<file path="config.mk">
export PLATFORM = sky130hd
export DESIGN_NAME = tick_scheduler
export DESIGN_NICKNAME = d
export VERILOG_FILES = /design/src/rtl/tick_sched_pkg.sv /design/src/rtl/tick_channel.sv /design/src/rtl/tick_scheduler.sv
export SDC_FILE = /design/constraint.sdc
export NUM_CORES = 1
export LEC_CHECK = 0
export ABC_AREA = 1
export BUFFER_PORTS_ARGS = -buffer_cell sky130_fd_sc_hd__buf_2
export CELL_PAD_IN_SITES_DETAIL_PLACEMENT = 0
export CELL_PAD_IN_SITES_GLOBAL_PLACEMENT = 1
export CORE_MARGIN = 10
export CORE_UTILIZATION = 46
export DETAILED_ROUTE_END_ITERATION = 10
export PLACE_DENSITY = 0.85
export SYNTH_ARGS = -nofsm -noshare
export SYNTH_HDL_FRONTEND = slang
export SYNTH_SLANG_ARGS = --single-unit
export TNS_END_PERCENT = 100
</file>
<file path="constraint.sdc">
create_clock -name In_clok -period 2.4 [get_ports In_clok]
set_input_delay 0.72 -clock In_clok [delete_from_list [all_inputs] [get_ports In_clok]]
set_output_delay 0.72 -clock In_clok [all_outputs]
set_load 0.03 [all_outputs]
</file>
<file path="src/rtl/tick_sched_pkg.sv">
// rtl/tick_sched_pkg.sv - shared types and defaults for tick_scheduler
package tick_sched_pkg;

  typedef enum logic {IDLE, PENDING} state_t;

  localparam int DEF_PRESCALE  = 100;
  localparam int DEF_DIV_WIDTH = 16;

  // Channel-select width; a single channel still gets a 1-bit select.
  function automatic int ch_width(input int n);
    return (n < 2) ? 1 : $clog2(n);
  endfunction

endpackage

</file>
<file path="src/rtl/tick_channel.sv">
// rtl/tick_channel.sv - one divide-by-D channel of the tick scheduler
// Optional square output under TICK_SCHED_SQUARE_EN.
module tick_channel #(
  parameter int DIV_WIDTH = 16
) (
  input  logic                 i_clk,
  input  logic                 i_reset,
  input  logic                 i_base_tick,
  input  logic                 i_apply,
  input  logic [DIV_WIDTH-1:0] i_div,
  input  logic                 i_en,
`ifdef TICK_SCHED_SQUARE_EN
  output logic                 o_sq,
`endif
  output logic                 o_tick,
  output logic                 o_active
);

  logic [DIV_WIDTH-1:0] r_cnt;
  logic [DIV_WIDTH-1:0] r_div;
  logic                 r_en;
  logic                 r_tick;
  logic                 w_fire;

  // An apply in the same cycle wins over counting, so no pulse lands on the apply edge.
  assign w_fire = r_en && i_base_tick && !i_apply &&
                  (r_cnt == (r_div - DIV_WIDTH'(1)));

  always_ff @(posedge i_clk) begin
    if (i_reset) begin
      r_cnt  <= '0;
      r_div  <= '0;
      r_en   <= 1'b0;
      r_tick <= 1'b0;
    end else if (i_apply) begin
      r_div  <= i_div;
      r_cnt  <= '0;
      r_en   <= i_en && (i_div != '0);
      r_tick <= 1'b0;
    end else begin
      r_tick <= w_fire;
      if (r_en && i_base_tick)
        r_cnt <= w_fire ? '0 : r_cnt + DIV_WIDTH'(1);
    end
  end

`ifdef TICK_SCHED_SQUARE_EN
  logic r_sq;

  always_ff @(posedge i_clk) begin
    if (i_reset)
      r_sq <= 1'b0;
    else if (i_apply && !(i_en && (i_div != '0)))
      r_sq <= 1'b0;
    else if (!r_en)
      r_sq <= 1'b0;
    else if (w_fire)
      r_sq <= ~r_sq;
  end

  assign o_sq = r_sq;
`endif

  assign o_tick   = r_tick;
  assign o_active = r_en;

endmodule

</file>
<file path="src/rtl/tick_scheduler.sv">
// rtl/tick_scheduler.sv - shared prescaler, config FSM and N_CH tick channels
// TICK_SCHED_SQUARE_EN adds the sq_out square-wave outputs.
module tick_scheduler
  import tick_sched_pkg::*;
#(
  parameter  int N_CH      = 4,
  parameter  int PRESCALE  = DEF_PRESCALE,
  parameter  int DIV_WIDTH = DEF_DIV_WIDTH,
  localparam int CH_W      = ch_width(N_CH)
) (
  input  logic                 In_clok,
  input  logic                 reset,
  input  logic                 cfg_valid,
  output logic                 cfg_ready,
  input  logic [CH_W-1:0]      cfg_ch,
  input  logic [DIV_WIDTH-1:0] cfg_div,
  input  logic                 cfg_en,
  output logic [N_CH-1:0]      tick_out,
`ifdef TICK_SCHED_SQUARE_EN
  output logic [N_CH-1:0]      sq_out,
`endif
  output logic [N_CH-1:0]      active
);

  localparam int P_W = $clog2(PRESCALE);

  logic [P_W-1:0]       r_p;
  logic                 w_base_tick;
  state_t               r_state;
  state_t               w_next;
  logic                 w_accept;
  logic                 w_apply;
  logic [CH_W-1:0]      r_pend_ch;
  logic [DIV_WIDTH-1:0] r_pend_div;
  logic                 r_pend_en;

  assign w_base_tick = (r_p == P_W'(PRESCALE - 1));

  always_ff @(posedge In_clok) begin
    if (reset || w_base_tick)
      r_p <= '0;
    else
      r_p <= r_p + P_W'(1);
  end

  always_comb begin
    w_next    = r_state;
    cfg_ready = 1'b0;
    w_accept  = 1'b0;
    w_apply   = 1'b0;
    case (r_state)
      IDLE: begin
        cfg_ready = !reset;
        w_accept  = cfg_valid && !reset;
        if (w_accept)
          w_next = PENDING;
      end
      PENDING: begin
        w_apply = w_base_tick;
        if (w_base_tick)
          w_next = IDLE;
      end
      default: w_next = IDLE;
    endcase
  end

  always_ff @(posedge In_clok) begin
    if (reset) begin
      r_state    <= IDLE;
      r_pend_ch  <= '0;
      r_pend_div <= '0;
      r_pend_en  <= 1'b0;
    end else begin
      r_state <= w_next;
      if (w_accept) begin
        r_pend_ch  <= cfg_ch;
        r_pend_div <= cfg_div;
        r_pend_en  <= cfg_en;
      end
    end
  end

  // Out-of-range channel selects match no instance, so they apply as a no-op.
  for (genvar gi = 0; gi < N_CH; gi++) begin : g_ch
    tick_channel #(
      .DIV_WIDTH (DIV_WIDTH)
    ) u_ch (
      .i_clk       (In_clok),
      .i_reset     (reset),
      .i_base_tick (w_base_tick),
      .i_apply     (w_apply && (r_pend_ch == CH_W'(gi))),
      .i_div       (r_pend_div),
      .i_en        (r_pend_en),
`ifdef TICK_SCHED_SQUARE_EN
      .o_sq        (sq_out[gi]),
`endif
      .o_tick      (tick_out[gi]),
      .o_active    (active[gi])
    );
  end

endmodule
</file>
==> metrics.log <==
[metrics] final cell count without fillers: 1620
[metrics] slew at the pin closest to its max-slew limit: 0.504 ns
[metrics] syn_area_per_cell: 6.94 um^2
[metrics] wire length on met2: 9990 um
[metrics] capture endpoint of the worst hold path: r_p[0]$_SDFF_PP0_
[metrics] register-to-register setup slack: 0.23 ns
[metrics] number of nets still failing antenna checks after routing: 0
[metrics] initial cell density of the core: 46.7%
[metrics] first-pass detailed-route iteration total: 4
[metrics] synthesized netlist net count: 1342
[metrics] via count of the first global-routing pass: 7412
[metrics] VDD IR max: 491 uV
[metrics] Yosys warnings: 0
[metrics] CTS Root Cell: sky130_fd_sc_hd__clkbuf_16
[metrics] DIE AREA: 0.0258 mm^2
[metrics] WHS Path Cells: 1
[metrics] Routed WL per cell: 13.8 um
[metrics] violation count after the first detailed-routing iteration: 499
[metrics] die extent in x: 161 um
[metrics] synthesis-stage register bit count: 163
[metrics] Tot GR Track Use: 17.3%
[metrics] Final setup violation count: 0
[metrics] FP Rows: 51
[metrics] number of antenna cells inserted: 0
[metrics] placed cell count: 1585
[metrics] via/cell ratio: 4.89
[metrics] number of CTS-inserted buffers: 17
[metrics] combined area of the multi-input logic cells: 0.00498 mm^2
[metrics] critical path start-end classification: reg -> reg
[metrics] quantity of hold-fixing buffers added after cts: 0
[metrics] clock-pin slew of the registers on the worst-case setup and hold paths: 0.06 ns
[metrics] commonest cells after routing, fill and taps aside: sky130_fd_sc_hd__nand2_1, sky130_fd_sc_hd__nor2_1, sky130_fd_sc_hd__inv_1, sky130_fd_sc_hd__dfxtp_1, sky130_fd_sc_hd__xor2_1
[metrics] sort of element at the start of the critical path: flip-flop
[metrics] Most used DFF post-synth: sky130_fd_sc_hd__dfxtp_1
[metrics] global-route wire length before repair: 37000 um
[metrics] die height: 161 um
[metrics] number of antenna violations at the first check in global routing: 0
[metrics] count of flip-flops with a built-in enable after synthesis: 0
[metrics] I/O Buffers: 30
[metrics] number of buffers on the longest clock path: 2
[metrics] Slew headroom: 66.1%
[metrics] required arrival time at the worst endpoint: 2.71 ns
[metrics] time the final worst path needs with I/O delays and setup: 2.17 ns
[metrics] H-Tree Depth: 4
[metrics] total standard cell area after synthesis: 0.00909 mm^2
[metrics] largest clock skew in the final design: 0.00849 ns
[metrics] launch point of the worst reg-to-reg path: r_p[0]$_SDFF_PP0_
[metrics] estimated wirelength of the detail-placed design: 16800 um
[metrics] pin count of the biggest net entering global routing: 40
[metrics] FMAX: 0.460 GHz
[metrics] routed wl met3: 773 um
[metrics] wire length reported by the detailed router: 22300 um
[metrics] FF+latch area: 0.00326 mm^2
[metrics] arrival time worst endpoint: 2.48 ns
[metrics] instance area at placement: 0.00949 mm^2
[metrics] worst skew pair latency: 0.43 ns
[metrics] filler cell count in the final layout: 1978
[metrics] Hold Fails Final Rpt: 0
[metrics] I/O pins: 31
[metrics] Worst Hold Class: reg -> reg
[metrics] area of the core: 0.0195 mm^2
[metrics] TritonCTS clock tree: done
[metrics] leading cell type in the layout, fill and taps excluded: sky130_fd_sc_hd__nand2_1
[metrics] proportion of register bits with asynchronous set or reset after synthesis: 0%
[metrics] clock sinks: 163
[metrics] total number of vias: 7918
[metrics] gate count after technology mapping: 1311
[metrics] uppermost layer routed: met4
[metrics] fin. max-slew vios: 0
[metrics] max-cap check violation count: 0
[metrics] post-detailed-route DRC marker count: 0
[metrics] min-delay src: r_p[0]$_SDFF_PP0_
[metrics] layout cells sized above 1: 9.00%
[metrics] GP Congestion: 0.852
[metrics] total leakage power: 4.68 nW
[metrics] number of distinct library cell variants in the gate-level netlist after synthesis: 42
[metrics] detailed-route wire length on metal 1: 11100 um
[metrics] maximum fanout along the worst path: 14
[metrics] RR Endpoint: g_ch[1].u_ch.r_cnt[3]$_SDFFE_PP0P_
[metrics] status: finished clean
[metrics] Non-Filler Cell Area, Final: 0.0101 mm^2
[metrics] sort of element at the end of the critical path: flip-flop
[metrics] PD cells: 553 mW/mm^2
[metrics] residual overflow from global routing: 0
[metrics] logic depth of the worst register-to-register path: 13
[metrics] relative area change from synthesis to final layout: 11.6%
[metrics] number of nets in the finished design: 1373
[metrics] sequential element share of the synthesized area: 35.9%
[metrics] share of the clock period used by the worst path: 90.5%
metrics by stage:
stage	hold slack (ns)	worst slack [ns]	utilization, %	power, mW	TNS, ns
after detailed placement	0.440	0.0942	48.8	3.01	0
after global routing	0.432	-0.000821	52.1	5.80	-0.000821
after CTS	0.454	0.0800	51.7	5.66	0
after global placement	0.432	0.157	48.8	3.01	0
after floorplan	0.418	0.432	-	2.93	0
final	0.414	0.227	52.1	5.62	0
final cells by class:
| type | instances | share of cell area, % |
|---|---|---|
| Multi-Input combinational cell | 924 | 49.1 |
| Sequential cell | 163 | 32.2 |
| Inverter | 193 | 7.14 |
| Clock buffer | 24 | 4.94 |
| Tap cell | 265 | 3.27 |
| Timing Repair Buffer | 43 | 2.69 |
| Clock inverter | 8 | 0.740 |
synth_stat cells, types with 2 or more instances:
master,instances,area [um^2]
sky130_fd_sc_hd__o31ai_1,2,15.0
sky130_fd_sc_hd__o21ai_1,2,10.0
sky130_fd_sc_hd__and2_1,3,18.8
sky130_fd_sc_hd__o22ai_1,12,75.1
sky130_fd_sc_hd__ha_1,9,113
sky130_fd_sc_hd__buf_2,6,30.0
sky130_fd_sc_hd__buf_4,9,67.6
sky130_fd_sc_hd__buf_6,3,33.8
sky130_fd_sc_hd__nor2_2,11,68.8
sky130_fd_sc_hd__clkbuf_1,14,52.6
sky130_fd_sc_hd__dfxtp_1,163,3260
sky130_fd_sc_hd__inv_1,189,709
sky130_fd_sc_hd__a22oi_1,48,360
sky130_fd_sc_hd__mux2i_1,2,20.0
sky130_fd_sc_hd__nor3_1,18,90.1
sky130_fd_sc_hd__or2_2,3,18.8
sky130_fd_sc_hd__nand3_2,2,20.0
sky130_fd_sc_hd__xor2_1,83,727
sky130_fd_sc_hd__o21ai_0,50,250
sky130_fd_sc_hd__nand2_1,284,1070
sky130_fd_sc_hd__nand3_4,2,35.0
sky130_fd_sc_hd__nor4_1,4,25.0
sky130_fd_sc_hd__and3_1,4,25.0
sky130_fd_sc_hd__nand4_1,24,150
sky130_fd_sc_hd__a2bb2oi_1,2,17.5
sky130_fd_sc_hd__xnor2_1,35,307
sky130_fd_sc_hd__nor2_8,4,80.1
sky130_fd_sc_hd__nand3b_1,2,15.0
sky130_fd_sc_hd__o21bai_1,5,37.5
sky130_fd_sc_hd__nand3_1,74,370
sky130_fd_sc_hd__a21o_1,5,37.5
sky130_fd_sc_hd__a21oi_1,12,60.1
sky130_fd_sc_hd__nor2_1,204,766
sky130_fd_sc_hd__nand2_2,9,56.3
sky130_fd_sc_hd__inv_2,4,15.0
sky130_fd_sc_hd__nor3b_1,2,15.0
worst max path at each step:
| stage | startpoint | endpoint | slack, ns | depth (start not counted) |
|---|---|---|---|---|
| after CTS | r_p[0]$_SDFF_PP0_ | g_ch[0].u_ch.r_cnt[1]$_SDFFE_PP0P_ | 0.08 | 13 |
| after floorplan | g_ch[0].u_ch.r_div[0]$_SDFFE_PP0P_ | g_ch[0].u_ch.r_cnt[12]$_SDFFE_PP0P_ | 0.43 | 12 |
| after global routing | r_p[0]$_SDFF_PP0_ | g_ch[1].u_ch.r_cnt[3]$_SDFFE_PP0P_ | -0.0008 | 13 |
| after global placement | r_p[0]$_SDFF_PP0_ | g_ch[0].u_ch.r_cnt[12]$_SDFFE_PP0P_ | 0.16 | 13 |
| final | r_p[0]$_SDFF_PP0_ | g_ch[1].u_ch.r_cnt[3]$_SDFFE_PP0P_ | 0.23 | 13 |
| after detailed placement | r_p[0]$_SDFF_PP0_ | g_ch[0].u_ch.r_cnt[1]$_SDFFE_PP0P_ | 0.09 | 13 |
power by group:
| group | total (mW) | internal (mW) | switching [mW] |
|---|---|---|---|
| combinational | 0.195 | 0.0547 | 0.140 |
| clock | 2.66 | 1.56 | 1.10 |
| sequential | 2.76 | 2.74 | 0.0204 |
| total | 5.62 | 4.35 | 1.26 |
cells by family after synthesis:
logic type,Yosys count,share of synthesized area [%]
AND/OR/NAND/NOR,654,31.6
buffers and inverters,225,9.99
flip-flops,163,35.9
AO/OA/AOI/OAI,140,9.69
XOR/XNOR,118,11.4
adder cells (fa/ha/maj),9,1.24
multiplexers,2,0.220
routing by layer:
| layer | global-route usage, % | vias up |
|---|---|---|
| li1 | - | 4214 |
| met1 | 23.6 | 3556 |
| met2 | 27.4 | 122 |
| met3 | 2.53 | 26 |
| met4 | 5.88 | 0 |
| met5 | 0 | - |
registers in the layout (all words and copies together) (netlist names):
register and cells:
g_ch.u_ch.o_active 4, r_p 7, g_ch.u_ch.o_tick 4, r_state 1, r_pend_ch 2, r_pend_en 1
r_pend_div 16, g_ch.u_ch.r_div 64, g_ch.u_ch.r_cnt 64
critical path, stage by stage (launching register included):
cell	delay (ns)
sky130_fd_sc_hd__dfxtp_2	0.34
sky130_fd_sc_hd__ha_1	0.16
sky130_fd_sc_hd__inv_1	0.07
sky130_fd_sc_hd__nor2_2	0.12
sky130_fd_sc_hd__nand3_4	0.17
sky130_fd_sc_hd__buf_4	0.21
sky130_fd_sc_hd__nor2_8	0.16
sky130_fd_sc_hd__nand2_1	0.07
sky130_fd_sc_hd__nor2_1	0.08
sky130_fd_sc_hd__nand3_1	0.08
sky130_fd_sc_hd__nor2_1	0.09
sky130_fd_sc_hd__nand3_1	0.13
sky130_fd_sc_hd__nand2_2	0.27
sky130_fd_sc_hd__a21oi_1	0.08
what timing repair did:
action / in CTS / in global routing
endpoints found under the setup margin: 0 / 59
buffers inserted: 0 / 2
endpoints found under the hold margin: 0 / 0
gates resized for setup: 0 / 13
Power figures use the tool's default switching activity.
